`src/rtl/ram_pkg.sv`:
```
// Shared types and helpers for the parametrised simple-dual-port RAM.
// Collision-mode constants, sweep FSM state encoding and the byte-merge helper.
package ram_pkg;

  localparam int RD_FIRST = 0;
  localparam int WR_FIRST = 1;

  // Widest word the merge helper handles; callers zero-extend and truncate.
  localparam int MERGE_W  = 1024;
  localparam int MERGE_BE = MERGE_W / 8;

  typedef enum logic {
    INIT  = 1'b0,
    READY = 1'b1
  } sweep_state_t;

  function automatic logic [MERGE_W-1:0] byte_merge(
    input logic [MERGE_W-1:0]  old_word,
    input logic [MERGE_W-1:0]  new_word,
    input logic [MERGE_BE-1:0] be
  );
    logic [MERGE_W-1:0] merged;
    merged = old_word;
    for (int k = 0; k < MERGE_BE; k++) begin
      if (be[k]) merged[8*k +: 8] = new_word[8*k +: 8];
    end
    return merged;
  endfunction

endpackage

```
`src/rtl/ram_init_sweep.sv`:
```
// Post-reset clear sweep: walks every address once, writing zero, then idles.
// state | meaning
// INIT  | clearing address sweep_addr this cycle; port requests blocked
// READY | sweep complete; RAM ports serve traffic
module ram_init_sweep
  import ram_pkg::*;
#(
  parameter int ADDR_W = 5
) (
  input  logic              clk,
  input  logic              rst,
  output logic [ADDR_W-1:0] sweep_addr,
  output logic              sweep_we,
  output logic              init_busy
);

  localparam logic [ADDR_W-1:0] LAST_ADDR = {ADDR_W{1'b1}};

  sweep_state_t      state;
  logic [ADDR_W-1:0] sweep_cnt;

  always_ff @(posedge clk or negedge rst) begin
    if (!rst) begin
      state     <= INIT;
      sweep_cnt <= '0;
      sweep_we  <= 1'b1;
      init_busy <= 1'b1;
    end else begin
      case (state)
        INIT: begin
          sweep_cnt <= sweep_cnt + 1'b1;
          if (sweep_cnt == LAST_ADDR) begin
            state     <= READY;
            sweep_we  <= 1'b0;
            init_busy <= 1'b0;
          end
        end
        READY: begin
          sweep_cnt <= '0;
          sweep_we  <= 1'b0;
          init_busy <= 1'b0;
        end
        default: begin
          state     <= INIT;
          sweep_cnt <= '0;
          sweep_we  <= 1'b1;
          init_busy <= 1'b1;
        end
      endcase
    end
  end

  assign sweep_addr = sweep_cnt;

endmodule

```
`src/rtl/ram_sdp_param.sv`:
```
// Parametrised simple-dual-port RAM with byte enables, read-valid and clear sweep.
// Define RAM_OUT_REG_EN to add a second output register stage (read latency 2).
module ram_sdp_param
  import ram_pkg::*;
#(
  parameter int DATA_W  = 32,
  parameter int ADDR_W  = 5,
  parameter int RD_MODE = 0
) (
  input  logic                clk,
  input  logic                rst,
  input  logic                wr_en,
  input  logic [ADDR_W-1:0]   wr_addr,
  input  logic [DATA_W-1:0]   wr_data,
  input  logic [DATA_W/8-1:0] wr_be,
  input  logic                rd_en,
  input  logic [ADDR_W-1:0]   rd_addr,
  output logic [DATA_W-1:0]   rd_data,
  output logic                rd_valid,
  output logic                init_busy
);

  localparam int DEPTH = 2 ** ADDR_W;

  logic [DATA_W-1:0] mem [DEPTH];

  logic [ADDR_W-1:0] sweep_addr;
  logic              sweep_we;
  logic              port_wr;
  logic              port_rd;
  logic [DATA_W-1:0] old_word;
  logic [DATA_W-1:0] merged_word;
  logic [DATA_W-1:0] rd_word;

  ram_init_sweep #(
    .ADDR_W(ADDR_W)
  ) u_sweep (
    .clk       (clk),
    .rst       (rst),
    .sweep_addr(sweep_addr),
    .sweep_we  (sweep_we),
    .init_busy (init_busy)
  );

  assign port_wr = wr_en & ~init_busy;
  assign port_rd = rd_en & ~init_busy;

  assign old_word    = mem[wr_addr];
  assign merged_word = DATA_W'(byte_merge(MERGE_W'(old_word), MERGE_W'(wr_data),
                                          MERGE_BE'(wr_be)));

  // Write-first forwards the merged word so partial writes still return old bytes.
  always_comb begin
    rd_word = mem[rd_addr];
    if ((RD_MODE == WR_FIRST) && port_wr && (wr_addr == rd_addr)) begin
      rd_word = merged_word;
    end
  end

  // Array is deliberately not reset; the sweep owns the write port while busy.
  always_ff @(posedge clk) begin
    if (sweep_we) begin
      mem[sweep_addr] <= '0;
    end else if (port_wr) begin
      mem[wr_addr] <= merged_word;
    end
  end

`ifdef RAM_OUT_REG_EN
  logic [DATA_W-1:0] s1_data;
  logic              s1_valid;

  always_ff @(posedge clk or negedge rst) begin
    if (!rst) begin
      s1_data  <= '0;
      s1_valid <= 1'b0;
      rd_data  <= '0;
      rd_valid <= 1'b0;
    end else begin
      s1_valid <= port_rd;
      if (port_rd) s1_data <= rd_word;
      rd_valid <= s1_valid;
      if (s1_valid) rd_data <= s1_data;
    end
  end
`else
  always_ff @(posedge clk or negedge rst) begin
    if (!rst) begin
      rd_data  <= '0;
      rd_valid <= 1'b0;
    end else begin
      rd_valid <= port_rd;
      if (port_rd) rd_data <= rd_word;
    end
  end
`endif

endmodule

```
`config.mk`:
```
export PLATFORM = sky130hd
export DESIGN_NAME = ram_sdp_param
export DESIGN_NICKNAME = d
export VERILOG_FILES = /design/src/rtl/ram_pkg.sv /design/src/rtl/ram_init_sweep.sv /design/src/rtl/ram_sdp_param.sv
export SDC_FILE = /design/constraint.sdc
export NUM_CORES = 1
export LEC_CHECK = 0
export ABC_AREA = 0
export BUFFER_PORTS_ARGS = -buffer_cell sky130_fd_sc_hd__buf_2
export CAP_MARGIN = 20
export CORE_MARGIN = 5
export CORE_UTILIZATION = 55
export DETAILED_ROUTE_END_ITERATION = 16
export HOLD_SLACK_MARGIN = 0.08
export PLACE_DENSITY = 0.71
export SYNTH_ARGS = -nofsm -noshare
export SYNTH_HDL_FRONTEND = slang
export SYNTH_SLANG_ARGS = --single-unit
export TNS_END_PERCENT = 10
```
`constraint.sdc`:
```
create_clock -name clk -period 4 [get_ports clk]
set_input_delay 0.4 -clock clk [delete_from_list [all_inputs] [get_ports clk]]
set_output_delay 0.4 -clock clk [all_outputs]
set_load 0.02 [all_outputs]
```
==> results.md, run 1 <==
- Clock Sinks: 1064
- Iteration-0 DRC count of the detailed router: 2515
- IR drop worst, VDD: 292 uV
- GRT overflow: 0
- Initial antenna violation count: 4
- Placed insts: 3421
- GP Congestion: 0.845
- Vias per cell: 6.31
- Total CTS buffers: 101
- Final Slew Violations: 0
- Max_slew headroom: 0.197
- Ys async rst share: 0.0376
- Cells on worst reg2reg path: 5
- Pin count of the biggest net entering global routing: 129
- Worst setup EP type: flip-flop
- Setup violations, final: 0
- Max clock buf depth: 3
- Area grow syn2layout: 11.9%
- I/O Buffers: 83
- Synthesized area: 42400 um2
- Starting Density: 0.556
- Synth Net Count: 2444
- Status: finished, final reports clean
- # IOs: 84
- Post-DP HPWL: 61800 um
- Max H-tree Level: 3
- Period utilisation layout: 0.861
- Slowest-stage cell, CP: and3_4
- Fillers: 5272
- Kind of critical path: reg -> reg
- Row Count: 101
- Worst path max stage delay: 0.81 ns
- Sequential share of the synthesized area: 0.750
- Avg Inst Size Synth: 17.7 um2
- CORE AREA: 76200 um2
- Synth top cells by count: edfxtp_1, mux2i_1, nor2_1, a22oi_1
- Critical path peak fanout: 66
- Yosys reg bits: 1064
- Post-cts sizing count: 0
- First-pass GRT wire length: 149000 um
- Yosys top cell by area: edfxtp_1
- Slew @ Worst Pin: 1.20 ns
- Top-count cell post-synth: edfxtp_1
- Pre-Repair DR Iteration Count: 5
- Vias: 22800
- CP Launch Type: flip-flop
- Area of the multi-input gates: 9810 um2
- Vias in the first global route: 22800
- Yosys top cell area share: 0.726
- Top_reg_cell synth: edfxtp_1
- Ratio of cells with drive above 1 in the final layout: 0.156
- Clock-pin slew on the worst setup and hold paths: 0.06 ns
- Total die area: 82700 um2
- Clk_lat worst skew: 0.66 ns
- Max Fclk: 291 MHz
- Critical path cell sequence: inv_1 > and3_4 > mux2i_4 > nand2_2 > nor2_1
- Yosys cell types: 42
- Final hold violations: 0
- Synth warn: 0
- NumNets Final: 2547
- CTS tree: done
- Req. time, crit path: 4.27 ns
- Die width: 288 um
- Total Wirelength: 102000 um
- # DRC: 0
- Area after DPL: 43900 um2
- Hold Crit Class: in -> async
- Synth top area cells: edfxtp_1, mux2i_1, dfrtp_1
- RSZ-0062 raised after global routing: no
- Lkg Pwr: 16.6 nW
- Final ANT Viol Nets: 0
- Drt wl/cell: 28.4 um
- Post-synth EDFFs: 1024
- Min Clock Period, post-route: 3.44 ns
- CP arrival: 3.71 ns
- Final clock skew: 0.0208 ns
- TNS Setup: 0 ns
- Setup Fix Bufs, Post-CTS: 0
- Chip height: 288 um
- Syn Inst Count: 2392
- Design area: 47400 um2
- Tot GR Track Use: 0.244
- Max Cap Violations: 0
- Root buffer cell: clkbuf_16
- Non-filler instance count after layout: 3611
- Final core utilization: 0.622
- Power Density: 496 nW/um2
- Hold slack: 0.266 ns
- Storage element area: 31800 um2
## cells by family after synthesis
| group | synth area share |
|---|---|
| buffers and inverters | 0.0202 |
| DFF | 0.750 |
| AOI/OAI and AO/OA | 0.0789 |
| and+or+nand+nor | 0.0284 |
| xor gates and xnor gates | 0.000414 |
| adders and majority gates | 0.000591 |
| muxes | 0.122 |
## registers in the layout, summed over array words and instances (netlist names)
name	flops
rd_valid	1
u_sweep.state	1
rd_data	32
mem	1024
u_sweep.sweep_we	1
u_sweep.sweep_addr	5
## layout make-up
type	instances	share of cell area
sequential	1064	0.670
inverter	2	0.000158
antenna	3	0.000158
clock buffer	122	0.0568
timing repair buffer	150	0.0231
clock inverter	64	0.0154
tap	1030	0.0272
multi-input combinational	1176	0.207
## critical path: cells and delay by family (launching register included)
kind | cells | cell delay, ns
buffers and inverters | 1 | 0.18
flip-flops | 1 | 0.36
multiplexers | 1 | 0.49
AND/OR/NAND/NOR | 3 | 1.94
## worst paths after layout
path                                         startpoint                       to  slack, ns
hold / removal                                      rst   rd_data[6]$_DFFE_PN0P_       0.27
hold reg to reg                 rd_data[29]$_DFFE_PN0P_  rd_data[29]$_DFFE_PN0P_       0.48
setup / recovery           u_sweep.sweep_we$_DFFE_PN1P_    mem[19][26]$_DFFE_PP_       0.56
setup reg to reg           u_sweep.sweep_we$_DFFE_PN1P_    mem[19][26]$_DFFE_PP_       0.56
min in group clk                            wr_data[20]    mem[19][20]$_DFFE_PP_       0.34
max in group asynchronous                           rst  rd_data[22]$_DFFE_PN0P_       2.76
## power by group
part | internal [mW] | switching, mW
Clock | 5.76 | 4.05
Sequential | 12.3 | 0.0490
Combinational | 0.429 | 0.928
## repair_timing
item,4_1_cts,5_1_grt
hold buffers,1,0
hold endpoints to repair,15,0
setup endpoints to repair,0,0
## cells in the final DEF, fill, tap and decap left out, types with 43 or more instances in the layout
cell type  instances
a221oi_1          64
edfxtp_1        1024
a22oi_1          128
nand2_1           43
a21oi_1           64
clkbuf_16        104
a22o_1            64
mux2i_1          512
nor2_1           135
buf_2             82
buf_4             53
## per-stage QoR
step / power, mW / worst slack [ns]
5_1_grt: 24.2 / 0.453
3_3_place_gp: 13.9 / 0.731
3_5_place_dp: 13.9 / 0.597
2_1_floorplan: 13.4 / 1.53
4_1_cts: 23.6 / 0.592
6_report: 23.5 / 0.558
## per-layer routing
metal | wire (um) | GRT usage | up-vias
li1 | - | - | 9818
met4 | 2560 | 0.0691 | 0
met2 | 48500 | 0.388 | 1210
met1 | 41900 | 0.348 | 11600
met5 | 0 | 0 | -
met3 | 9510 | 0.0488 | 165
(Power assumes the default switching activity.)
==> run 2: changes to the inputs <==
--- a/config.mk
+++ b/config.mk
@@ -6,13 +6,13 @@
 export NUM_CORES = 1
 export LEC_CHECK = 0
 export ABC_AREA = 0
-export BUFFER_PORTS_ARGS = -buffer_cell sky130_fd_sc_hd__buf_2
 export CAP_MARGIN = 20
 export CORE_MARGIN = 5
 export CORE_UTILIZATION = 55
 export DETAILED_ROUTE_END_ITERATION = 16
+export DONT_BUFFER_PORTS = 1
 export HOLD_SLACK_MARGIN = 0.08
-export PLACE_DENSITY = 0.71
+export PLACE_DENSITY = 0.68
 export SYNTH_ARGS = -nofsm -noshare
 export SYNTH_HDL_FRONTEND = slang
 export SYNTH_SLANG_ARGS = --single-unit
==> results.md, run 2 (same netlist as run 1, synthesis figures left out) <==
- Final clock skew: 0.0219 ns (+0.00111 ns)
- Number of flip-flops in the largest register: 1024 (unchanged)
- Area grow syn2layout: 10.8%
- Vias per cell: 6.22 (-1.4%)
- # DRC: 0 (unchanged)
- Final hold violations: 0 (unchanged)
- First-pass GRT wire length: 145000 um (-2.8%)
- Crit path buf inv count: 2 (+1)
- Slowest-stage cell, CP: a31oi_2
- Hold depth: 2
- TNS Setup: 0 ns (unchanged)
- Hold_sp: wr_data[12]
- Setup violations, final: 0 (unchanged)
- Reg2Reg Capture Point: mem[0][22]$_DFFE_PP_
- Status: complete, but fails checks
- Die width: 288 um (unchanged)
- Clock-pin slew on the worst setup and hold paths: 0.06 ns (about the same)
- DP Worst Slack: 0.525 ns (-0.0717 ns)
- IR drop worst, VDD: 380 uV (+30%)
- Worst Hold Path EP: mem[5][12]$_DFFE_PP_
- Final ANT Viol Nets: 0 (unchanged)
- Initial antenna violation count: 7 (+3)
- Worst setup EP type: flip-flop
- Hold Crit Class: in -> reg
- Total Wirelength: 98300 um (-4.0%)
- CP delay by family, top: simple AND/OR/NAND/NOR gates
- Pre-Repair DR Iteration Count: 5 (unchanged)
- Placed insts: 3330 (-2.7%)
- GRT overflow: 0 (unchanged)
- GP Congestion: 0.796 (-5.8%)
- PnR Total Power: 23.3 mW (-0.83%)
- Cells on worst reg2reg path: 6 (+1)
- Power Density: 497 nW/um2 (+0.16%)
- Iteration-0 DRC count of the detailed router: 2094 (-17%)
- # IOs: 84 (unchanged)
- Slew @ Worst Pin: 1.92 ns (+0.721 ns)
- RSZ-0062 raised after global routing: no
- Critical path peak fanout: 50 (-24%)
- Most common cell after layout, fill and taps aside: edfxtp_1
- Critical path cell sequence: inv_1 > and3_4 > buf_4 > nor2_1 > a31oi_2 > nor2_1
- Req. time, crit path: 4.29 ns (+0.02 ns)
- Root buffer cell: clkbuf_16
- Max_slew headroom: -0.281 (-0.478)
- I/O Buffers: 0 (-100%)
- Final Slew Violations: 203 (+203)
- CTS tree: done
- CORE AREA: 76200 um2 (unchanged)
- CP Launch Type: flip-flop
- Starting Density: 0.556 (unchanged)
- Max Cap Violations: 0 (unchanged)
- Lkg Pwr: 16.3 nW (-2.0%)
- Tot GR Track Use: 0.236 (-0.00758)
- Drt wl/cell: 27.8 um (-1.9%)
- Max H-tree Level: 3 (unchanged)
- Clock Sinks: 1064 (unchanged)
- Row Count: 101 (unchanged)
- Post-DP HPWL: 57900 um (-6.4%)
- Most frequent cells in the layout: edfxtp_1, mux2i_1, nor2_1, a22oi_1, clkbuf_16
- Kind of critical path: reg -> reg
- Max Fclk: 288 MHz (-0.91%)
- Violated checks: slew limit
- Total die area: 82700 um2 (unchanged)
- Reg2reg start: u_sweep.sweep_we$_DFFE_PN1P_
- Fillers: 5351 (+1.5%)
- Vias: 22000 (-3.5%)
- Setup WS post-layout: 0.526 ns (-0.0315 ns)
- Clk_lat worst skew: 0.66 ns (about the same)
- R2r setup slk: 0.53 ns (-0.03 ns)
- NumNets Final: 2462 (-3.3%)
- Pin count of the biggest net entering global routing: 513 (+300%)
- Reg with most FFs: mem
- Non-filler instance count after layout: 3534 (-2.1%)
- Total CTS buffers: 104 (+3.0%)
- Worst path max stage delay: 0.89 ns (+0.08 ns)
- Period utilisation layout: 0.868 (+0.00788)
- CP arrival: 3.77 ns (+0.06 ns)
- Min Clock Period, post-route: 3.47 ns (+0.0315 ns)
- Max clock buf depth: 3 (unchanged)
- Ratio of cells with drive above 1 in the final layout: 0.120 (-0.0359)
- Worst path most repeated cell: nor2_1
- Final core utilization: 0.616 (-0.00609)
- Vias in the first global route: 22100 (-2.9%)
- Chip height: 288 um (unchanged)
run 2: cell types whose count changed in the layout (fill, tap and decap cells not counted), moves of 2 or more:
cell       previous run  this run
clkinv_1             14        21
clkbuf_16           104       110
clkinv_2             21        27
and2_1               12        32
and2_2               20         0
diode_2               3         5
buf_2                82         0
clkbuf_1             16        13
bufinv_16            15        12
clkinv_4              2         0
buf_12               11         6
inv_6                 3         0
run 2: final cells by class:
cell class                      count  area, um2  area share
Tap cell                         1030       1290      0.0275
Sequential cell                  1064      31800       0.677
Clock buffer                      126       2840      0.0606
Multi-Input combinational cell   1176       9790       0.209
Antenna cell                        5       12.5    0.000267
Timing Repair Buffer               62        571      0.0122
Inverter                            2       7.51    0.000160
Clock inverter                     69        651      0.0139
run 2: worst max-delay path by stage:
stage                                       from  cells past startpoint                    to  slack [ns]
floorplan                               wr_be[0]                      7  mem[27][0]$_DFFE_PP_        1.53
global placement    u_sweep.sweep_we$_DFFE_PN1P_                      6   mem[2][6]$_DFFE_PP_        0.64
detailed placement  u_sweep.sweep_we$_DFFE_PN1P_                      6   mem[2][6]$_DFFE_PP_        0.52
CTS                 u_sweep.sweep_we$_DFFE_PN1P_                      6   mem[2][1]$_DFFE_PP_        0.52
global route        u_sweep.sweep_we$_DFFE_PN1P_                      6  mem[0][22]$_DFFE_PP_        0.36
finish              u_sweep.sweep_we$_DFFE_PN1P_                      6  mem[0][22]$_DFFE_PP_        0.53
run 2: worst reg2reg max path, cell delays in order (launching register included):
cell and delay, ns:
dfstp_2 0.40, inv_1 0.20, and3_4 0.67, buf_4 0.42
nor2_1 0.09, a31oi_2 0.89, nor2_1 0.43
run 2: per-stage QoR:
stage               hold WS [ns]  area [um2]
floorplan                  0.104       42400
global placement           0.107       43300
detailed placement         0.107       43300
CTS                        0.295       46900
global route               0.314       46900
finish                     0.324       46900
run 2: timing repair:
item                                   in CTS  in global routing
buffers inserted                            0                  0
endpoints found under the hold margin      40                  0
resized for setup                           0                  0
hold buffers                                2                  0
run 2: power breakdown:
group / total, mW / leakage [nW] / internal (mW) / switching, mW
clock network: 9.83 / 1.71 / 5.82 / 4.02
logic: 1.08 / 4.70 / 0.399 / 0.686
registers: 12.4 / 9.85 / 12.3 / 0.106
total: 23.3 / 16.3 / 18.5 / 4.81
run 2: routing by layer:
| layer | up-vias | GRT usage | wire, um |
|---|---|---|---|
| li1 | 9652 | - | - |
| met1 | 11300 | 0.330 | 41200 |
| met2 | 871 | 0.382 | 47400 |
| met3 | 155 | 0.0511 | 7300 |
| met4 | 4 | 0.0637 | 2400 |
| met5 | - | 0 | 32 |
